===== config.mk =====
export PLATFORM = sky130hd
export DESIGN_NAME = shared_mem_arbiter
export DESIGN_NICKNAME = d
export VERILOG_FILES = /design/src/rtl/shared_mem_arbiter.sv
export SDC_FILE = /design/constraint.sdc
export NUM_CORES = 1
export LEC_CHECK = 0
export ABC_AREA = 1
export CAP_MARGIN = 15
export CORE_ASPECT_RATIO = 2
export CORE_MARGIN = 3
export CORE_UTILIZATION = 35
export CTS_BUF_LIST = sky130_fd_sc_hd__clkbuf_8
export DETAILED_ROUTE_END_ITERATION = 7
export GPL_TIMING_DRIVEN = 0
export PLACE_DENSITY = 0.87
export SYNTH_ARGS = -nofsm -noshare
export SYNTH_HDL_FRONTEND = slang
export SYNTH_SLANG_ARGS = --single-unit

===== constraint.sdc =====
create_clock -name clock -period 4.14 [get_ports clock]
set_clock_uncertainty 0.05 [all_clocks]
set_input_delay 1.242 -clock clock [delete_from_list [all_inputs] [get_ports clock]]
set_output_delay 1.242 -clock clock [all_outputs]
set_load 0.01 [all_outputs]

===== src/rtl/shared_mem_arbiter.sv =====
// Purpose : arbitrates N requester ports onto one single-ported synchronous memory.
// Latency : write grant 1 cycle after req seen in IDLE; read data/rvalid at 2+MEM_LAT.
// Backpr. : hold-until-grant; requests seen outside IDLE simply wait on their req line.
//
// Ports:
//   clock, reset         single clock, async active-high reset
//   req/we/addr/wdata    per-port request, held stable until gnt (addr/wdata packed by port)
//   cancel               drop the in-flight read owned by that port (pipeline flush)
//   gnt/rvalid           one-hot single-cycle pulses: access issued / rdata belongs to port
//   rdata, busy          registered read data shared by all ports; FSM not in IDLE
//   mem_*                memory side: address, write data, read/write strobes, read data
module shared_mem_arbiter #(
  parameter int N_PORTS  = 2,
  parameter int ADDR_W   = 32,
  parameter int DATA_W   = 32,
  parameter int MEM_LAT  = 1,
  parameter int ARB_MODE = 0
) (
  input  logic                       clock,
  input  logic                       reset,
  input  logic [N_PORTS-1:0]         req,
  input  logic [N_PORTS-1:0]         we,
  input  logic [N_PORTS*ADDR_W-1:0]  addr,
  input  logic [N_PORTS*DATA_W-1:0]  wdata,
  input  logic [N_PORTS-1:0]         cancel,
  output logic [N_PORTS-1:0]         gnt,
  output logic [N_PORTS-1:0]         rvalid,
  output logic [DATA_W-1:0]          rdata,
  output logic                       busy,
  output logic [ADDR_W-1:0]          mem_addr,
  output logic [DATA_W-1:0]          mem_wdata,
  output logic                       mem_rd,
  output logic                       mem_wr,
  input  logic [DATA_W-1:0]          mem_rdata
);

  localparam int IDX_W = (N_PORTS > 1) ? $clog2(N_PORTS) : 1;
  localparam int CNT_W = $clog2(MEM_LAT + 1);
  localparam logic [CNT_W-1:0] CNT_LAST = CNT_W'(MEM_LAT - 1);

  typedef enum logic [1:0] {
    S_IDLE  = 2'd0,
    S_ISSUE = 2'd1,
    S_WAIT  = 2'd2,
    S_RESP  = 2'd3
  } state_t;

  state_t             r_state;
  state_t             w_state_nxt;
  logic [IDX_W-1:0]   r_win;
  logic [IDX_W-1:0]   r_ptr;
  logic               r_we;
  logic               r_kill;
  logic [ADDR_W-1:0]  r_addr;
  logic [DATA_W-1:0]  r_wdata;
  logic [DATA_W-1:0]  r_rdata;
  logic [CNT_W-1:0]   r_cnt;

  logic [IDX_W-1:0]   w_sel;
  logic [IDX_W-1:0]   w_cand;
  logic [IDX_W-1:0]   w_ptr_nxt;
  logic               w_found;
  logic               w_cnt_done;
  logic [N_PORTS-1:0] w_onehot;
  int                 w_idx;

  logic [ADDR_W-1:0]  w_addr_arr  [N_PORTS];
  logic [DATA_W-1:0]  w_wdata_arr [N_PORTS];

  // Unpack the flat per-port buses so the winner can be selected by index.
  for (genvar g = 0; g < N_PORTS; g++) begin : g_unpack
    assign w_addr_arr[g]  = addr[g*ADDR_W +: ADDR_W];
    assign w_wdata_arr[g] = wdata[g*DATA_W +: DATA_W];
  end

  // Winner search: from index 0 in fixed mode, from r_ptr (wrapping) in round-robin.
  always_comb begin
    w_found = 1'b0;
    w_sel   = '0;
    w_idx   = 0;
    w_cand  = '0;
    for (int k = 0; k < N_PORTS; k++) begin
      w_idx = (ARB_MODE == 1) ? int'(r_ptr) + k : k;
      if (w_idx >= N_PORTS) begin
        w_idx = w_idx - N_PORTS;
      end
      w_cand = IDX_W'(w_idx);
      if (!w_found && req[w_cand]) begin
        w_found = 1'b1;
        w_sel   = w_cand;
      end
    end
  end

  always_comb begin
    w_ptr_nxt = '0;
    if (int'(w_sel) != N_PORTS - 1) begin
      w_ptr_nxt = w_sel + 1'b1;
    end
  end

  assign w_cnt_done = (r_cnt == CNT_LAST);

  always_ff @(posedge clock or posedge reset) begin
    if (reset) begin
      r_state <= S_IDLE;
    end else begin
      r_state <= w_state_nxt;
    end
  end

  always_comb begin
    w_state_nxt = r_state;
    case (r_state)
      S_IDLE:  if (w_found) w_state_nxt = S_ISSUE;
      S_ISSUE: w_state_nxt = r_we ? S_IDLE : S_WAIT;
      S_WAIT:  if (w_cnt_done) w_state_nxt = S_RESP;
      S_RESP:  w_state_nxt = S_IDLE;
      default: w_state_nxt = S_IDLE;
    endcase
  end

  always_ff @(posedge clock or posedge reset) begin
    if (reset) begin
      r_win   <= '0;
      r_ptr   <= '0;
      r_we    <= 1'b0;
      r_kill  <= 1'b0;
      r_addr  <= '0;
      r_wdata <= '0;
      r_rdata <= '0;
      r_cnt   <= '0;
    end else begin
      // The whole access is latched once so held req lines may change after gnt.
      if (r_state == S_IDLE && w_found) begin
        r_win   <= w_sel;
        r_we    <= we[w_sel];
        r_addr  <= w_addr_arr[w_sel];
        r_wdata <= w_wdata_arr[w_sel];
        if (ARB_MODE == 1) begin
          r_ptr <= w_ptr_nxt;
        end
      end

      if (r_state == S_ISSUE) begin
        r_cnt <= '0;
      end else if (r_state == S_WAIT && !w_cnt_done) begin
        r_cnt <= r_cnt + 1'b1;
      end

      // mem_rdata is valid exactly on the last WAIT cycle.
      if (r_state == S_WAIT && w_cnt_done) begin
        r_rdata <= mem_rdata;
      end

      // Sticky kill: only the owner of an in-flight read can cancel it; the
      // memory latency still runs out so the next access starts on schedule.
      if (w_state_nxt == S_IDLE) begin
        r_kill <= 1'b0;
      end else if ((r_state == S_ISSUE || r_state == S_WAIT) && !r_we && cancel[r_win]) begin
        r_kill <= 1'b1;
      end
    end
  end

  assign w_onehot  = {{(N_PORTS-1){1'b0}}, 1'b1} << r_win;
  assign gnt       = (r_state == S_ISSUE) ? w_onehot : '0;
  assign rvalid    = (r_state == S_RESP && !r_kill) ? w_onehot : '0;
  assign busy      = (r_state != S_IDLE);
  assign mem_rd    = (r_state == S_ISSUE) && !r_we;
  assign mem_wr    = (r_state == S_ISSUE) && r_we;
  assign mem_addr  = r_addr;
  assign mem_wdata = r_wdata;
  assign rdata     = r_rdata;

endmodule


==> out/results.ini <==
[setup_path]
critPathLaunchType = flip-flop
worstPathArrival_ns = 1.88
worstReg2RegStart = r_state[0]
cp-end-kind = output pin
path_class = reg -> out
worst-path-max-fanout = 6
slowest_stage = clkdlybuf4s50_1
critical-path-max-stage-delay_ns = 0.57
worstSetupStartpoint = r_state[0]
critPathMostFrequentCell = inv_1
worstPathRequired_ns = 2.85
crit_chain = inv_1, ha_1, inv_1, clkdlybuf4s50_1
path_buf_inv = 3
critical_path.top_delay_family = buffers and inverters

[clock_tree]
cts_tree = yes
cts_num_sinks = 102
cts_htree_levels = 3
postCtsSetupBuffers = 0
root_buffer = clkbuf_8
postCtsHoldBufs = 0
cts_max_path_buffers = 2
cts_inserted_buffers = 9
clk_latency_ns = 0.36
cts_resized = 0
cts.clk_slew.worst_paths_ns = 0.10

[routing]
drtAntennaViolNets = 0
drcViolationCount = 0
wl_per_cell_um = 18.1
first_iter_violations = 181
vias_per_cell = 4.94
drt_first_pass_iters = 5
num_vias = 4539
drt-total-wl_um = 16600

[power]
p_per_area_mw_per_mm2 = 665
p_total_mw = 5.13
p_seq_share_pct = 34.9
p_sw_mw = 1.89
p_int_mw = 3.24
clkPwrFrac_pct = 12.3
p_sw_share_pct = 36.9
vdd_drop_max_mv = 0.406
combinationalPowerShare_pct = 52.8
power_leakage_nw = 3.32

[cells_and_area]
fin_nets = 938
final_design_area_no_fill_mm2 = 0.00772
synthToLayoutAreaGrowth_pct = 68.6
n_fill_cell = 1050
drive_gt1_share_pct = 10.8
n_antenna_cell = 0
sequential_cell_area_mm2 = 0.00255
multi_input_area_mm2 = 0.00172
stdcell_count = 918

[placement]
place_area_mm2 = 0.00752
port_buffers = 270
place_congestion = 0.922
hpwl_um = 12900
dp_cells = 902

[synthesis]
synth_cell_types = 19
synth_seq_cells = 102
yosysTopAreaCellShare_pct = 55.8
synthesis.area_mm2 = 0.00458
syn_avg_cell_area_um2 = 9.54
synth.area.top_cells = dfrtp_1 (56%), o21ai_0 (8.2%), mux2_2 (7.9%), nand2_1 (6.6%), o21ai_1 (6.1%)
yosys.area.top_type = dfrtp_1
syn_nets = 655
ys_seq_area_share_pct = 55.8
ys_warn_count = 0
syn_inst = 480

[timing]
finalHoldViolCount = 0
setup_viol = 0
rsz0062_at_grt = no
period_share_pct = 76.6
slew_violations = 0
tightestPinTransition_ns = 0.508
fmax_mhz = 315
relSlewSlack_pct = 66.1
period_needed_ns = 3.17

[global_route]
grt_max_degree = 52
grt_first_pass_wirelength_um = 25400
grt_overflow_total = 0
grt.total_usage_pct = 22.8
antenna_found_initial = 0
grt_pass1_vias = 4867

[floorplanning]
io_pins = 271
die_y_um = 168
dieArea_mm2 = 0.0146
die_x_um = 86.9
core_area_mm2 = 0.0127
rows = 58
start_util_pct = 36.0

[worst_hold_path]
hold_class = reg -> reg
worstHoldStart = mem_addr[15]

[run]
timing.max_cap.violations = 0

[status]
status = complete, no violations

==> kinds of logic after synthesis <==
kind of cell	Yosys count	synth area share, %
adders and majority gates	7	1.91
muxes	32	7.87
buffers and inverters	50	6.72
and+or+nand+nor	156	13.2
DFF	102	55.8
AOI/OAI and AO/OA	133	14.5
==> area by class of cell <==
class | instances | share of cell area (%)
plain buffers | 31 | 3.06
clock buffers | 9 | 1.61
clock inverters | 7 | 0.876
inverters | 19 | 0.957
multi-input cells | 328 | 22.2
flip-flops and latches | 102 | 33.1
well taps | 150 | 2.43
repair buffers | 272 | 35.7
==> power groups by stage <==
stage / Clock [mW] / Combinational, mW / Sequential [mW]
6_report: 0.631 / 2.71 / 1.79
5_1_grt: 0.683 / 2.96 / 1.85
4_1_cts: 0.651 / 2.75 / 1.79
3_5_place_dp: 0 / 2.74 / 1.81
3_3_place_gp: 0 / 2.66 / 1.76
2_1_floorplan: 0 / 0.999 / 1.99
==> worst paths after layout <==
path,endpoint,slack (ns),depth (start not counted)
max,busy,0.97,4
min,mem_addr[15],0.45,2
max reg2reg,mem_wdata[5],2.16,7
min reg2reg,mem_addr[15],0.45,2
max in group asynchronous,mem_addr[29],2.52,3
min in group asynchronous,rdata[26],1.26,3
==> routing by layer <==
metal / share of wire, % / up-vias / GRT usage, %
li1: - / 2141 / -
met1: 34 / 2146 / 24.0
met2: 56 / 204 / 41.7
met3: 5.8 / 48 / 4.33
met4: 4.3 / 0 / 11.1
met5: 0 / - / 0
==> registers in the layout, summed over array words and instances (netlist names) <==
signal     cells
mem_addr      32
r_win          1
rdata         32
r_we           1
mem_wdata     32
r_cnt          1
r_state        2
r_kill         1
==> cell usage in the layout (no fill, tap or decap) <==
master             n
a21oi_1            2
buf_16             2
buf_2              3
buf_4             18
buf_6              6
clkbuf_1           3
clkbuf_4           1
clkbuf_8           9
clkdlybuf4s50_1  270
clkinv_2           1
clkinv_4           2
clkinv_8           1
dfrtp_1          102
ha_1               7
inv_1             17
inv_2              1
inv_4              1
inv_6              2
inv_8              1
mux2_2            32
nand2_1           81
nand3_1            1
nor2_1            68
nor2_2             2
nor2_4             1
nor3_1             3
o21ai_0           75
o21ai_1           56
==> cell usage after synthesis <==
| master | n |
|---|---|
| inv_2 | 1 |
| inv_1 | 18 |
| clkbuf_4 | 1 |
| nand2_1 | 81 |
| nor2_1 | 68 |
| dfrtp_1 | 102 |
| buf_2 | 3 |
| nor2_2 | 2 |
| buf_4 | 18 |
| nor2_4 | 1 |
| mux2_2 | 32 |
| ha_1 | 7 |
| nand3_1 | 1 |
| nor3_1 | 3 |
| buf_6 | 6 |
| o21ai_0 | 75 |
| clkbuf_1 | 3 |
| a21oi_1 | 2 |
| o21ai_1 | 56 |
==> worst min-delay path, cell delays in order, from the launching register on <==
cell,delay (ns)
dfrtp_1,0.36
nand2_1,0.05
o21ai_1,0.06
==> metrics by stage <==
stage                     hold WS, ns  worst slack, ns  setup TNS, ns  utilization, %
after floorplan                 0.443            0.173              0               -
after global placement          0.415            -1.46        -148.08            58.8
after detailed placement        0.427             1.27              0            59.3
after CTS                       0.451            0.917              0            60.8
after global routing            0.471            0.828              0            60.8
final                           0.446            0.967              0            60.8
Power figures use the tool's default switching activity.
==> variant: new RTL, config.mk and constraints unchanged <==
Encoding of `state_t`: now one-hot (4 bits for 4 states).
--- a/src/rtl/shared_mem_arbiter.sv
+++ b/src/rtl/shared_mem_arbiter.sv
@@ -40,7 +40,7 @@
 
-  typedef enum logic [1:0] {
-    S_IDLE  = 2'd0,
-    S_ISSUE = 2'd1,
-    S_WAIT  = 2'd2,
-    S_RESP  = 2'd3
+  typedef enum logic [3:0] {
+    S_IDLE  = 4'b0001,
+    S_ISSUE = 4'b0010,
+    S_WAIT  = 4'b0100,
+    S_RESP  = 4'b1000
   } state_t;
Behaviour: same outputs for any inputs over 10 cycles, from zero or initial values and one cycle with reset high; not proved beyond that.
==> variant against the original RTL <==
- synthesized cell count rose by 13%
- cell count is 6.9% higher
- sequential cell count grew 2
- setup slack got worse by 0.0047 ns
- global-route usage down 1.3 points
- wire length shrank 1.4%
- cell area is 2.4% higher
- first-iteration DRC count rose by 16%
- synthesized area grew 4.6%
- total power fell by 2.0%
==> variant: results (changes against the original RTL) <==
Placer Congestion 0.860 (was 0.922); Hold Buf Count CTS 0 (unchanged); worst slack, placed 1.11 ns (was 1.27 ns); htree depth 3 (unchanged); worst skew pair latency 0.36 ns (about the same); Num CTS Buffers 9 (unchanged); number of global-route vias before repair 4,898 (was 4,867); largest net degree at the start of global routing 54 (was 52); Synth area leaders dfrtp_1 54%, nand2_1 19%, o211ai_1 8.5% (was dfrtp_1 56%, o21ai_0 8.2%, mux2_2 7.9%); VDD IR max 0.401 mV (was 0.406 mV); GRT Total Usage 0.215 (was 0.228); Longest Clk Path Bufs 2 (unchanged); Yosys cell types 22 (was 19); first-pass GRT wire length 25,100 um (was 25,400 um); Post-synth EDFFs 0 (unchanged); Fillers 1,142 (was 1,050); cts repair resizes 0 (unchanged); Mapped Nets 710 (was 655); dpl cells 965 (was 902); Vias 4,718 (was 4,539); Internal 0.00313 W (was 0.00324 W); worst-path fanout max 4 (was 6); Post-synth top cells 238 x nand2_1, 103 x dfrtp_1, 54 x o211ai_1, 34 x or2_2, 20 x or2_0 (was 102 x dfrtp_1, 81 x nand2_1, 75 x o21ai_0, 68 x nor2_1, 56 x o21ai_1); Nets 992 (was 938); Detailed Route Iter0 Violations 210 (was 181); Slew HR 0.541 (was 0.661); Post-DP HPWL 13,000 um (was 12,900 um); layout cells sized above 1 0.107 (was 0.108); register area share after synthesis 0.544 (was 0.558); Post-Route WL 16,300 um (was 16,600 um); arrival time of the worst setup path 1.89 ns; HP Class flip-flop to flip-flop (unchanged); Non-Filler Instances 981 (was 918); Post-Synthesis Mean Instance Area 8.83 sq um (was 9.54 sq um); initial antenna violation count 0 (unchanged); Root Buffer clkbuf_8 (unchanged); TritonRoute pass-1 iters 4 (was 5); Leak 3.55 nW (was 3.32 nW); status finished clean (unchanged)
-- variant: layout make-up --
cell class	count	area share
clock buffer	10	0.0174
buffer	34	0.0234
inverter	15	0.00745
multi-input combinational	389	0.246
timing repair buffer	271	0.346
clock inverter	6	0.00634
sequential	104	0.330
tap	152	0.0241
-- variant: path summary, 6_finish.rpt --
| path | depth (start not counted) | startpoint | end | slack [ns] |
|---|---|---|---|---|
| max in group asynchronous | 3 | reset | r_state[0]$_DFF_PP1_ | 2.01 |
| max reg2reg | 8 | r_state[0]$_DFF_PP1_ | mem_wdata[26]$_DFFE_PP0P_ | 2.51 |
| max | 4 | r_state[3]$_DFF_PP0_ | gnt[0] | 0.96 |
| min | 2 | rdata[14]$_DFFE_PP0P_ | rdata[14]$_DFFE_PP0P_ | 0.44 |
| min reg2reg | 2 | rdata[14]$_DFFE_PP0P_ | rdata[14]$_DFFE_PP0P_ | 0.44 |
| min in group asynchronous | 2 | reset | mem_wdata[22]$_DFFE_PP0P_ | 1.26 |
-- variant: logic make-up (layout without fill, tap and decap cells) --
family          after synthesis  after routing  share of synthesized area
compound gates               67             67                      0.114
buf+inv                      49            336                     0.0504
flops                       104            104                      0.544
simple gates                322            322                      0.292
-- variant: per-layer routing --
layer	GRT usage	up-vias	routed length, um
met1	0.233	2198	5810
met5	0	-	0
met4	0.0954	0	698
met2	0.387	185	8950
met3	0.0475	41	886
li1	-	2294	-
-- variant: critical path: stages (launching register included) --
cell             delay [ns]
dfrtp_1                0.42
nor2_2                 0.21
nand3_1                0.18
nor2_1                 0.14
clkdlybuf4s50_1        0.58
-- variant: power by group through the flow --
stage / combinational, W / sequential [W] / clock [W]
2_1_floorplan: 0.000932 / 0.00202 / 0
3_3_place_gp: 0.00260 / 0.00179 / 0
4_1_cts: 0.00266 / 0.00179 / 0.000649
5_1_grt: 0.00287 / 0.00185 / 0.000680
3_5_place_dp: 0.00265 / 0.00181 / 0
6_report: 0.00262 / 0.00179 / 0.000621
-- variant: per-stage QoR --
stage	power, W	instance area [sq um]	util	hold WS (ns)
6_report	0.00503	7900	0.598	0.436
5_1_grt	0.00540	7900	0.598	0.458
4_1_cts	0.00511	7900	0.598	0.439
3_5_place_dp	0.00446	7710	0.583	0.414
3_3_place_gp	0.00439	7680	0.581	0.411
2_1_floorplan	0.00295	4790	-	0.412
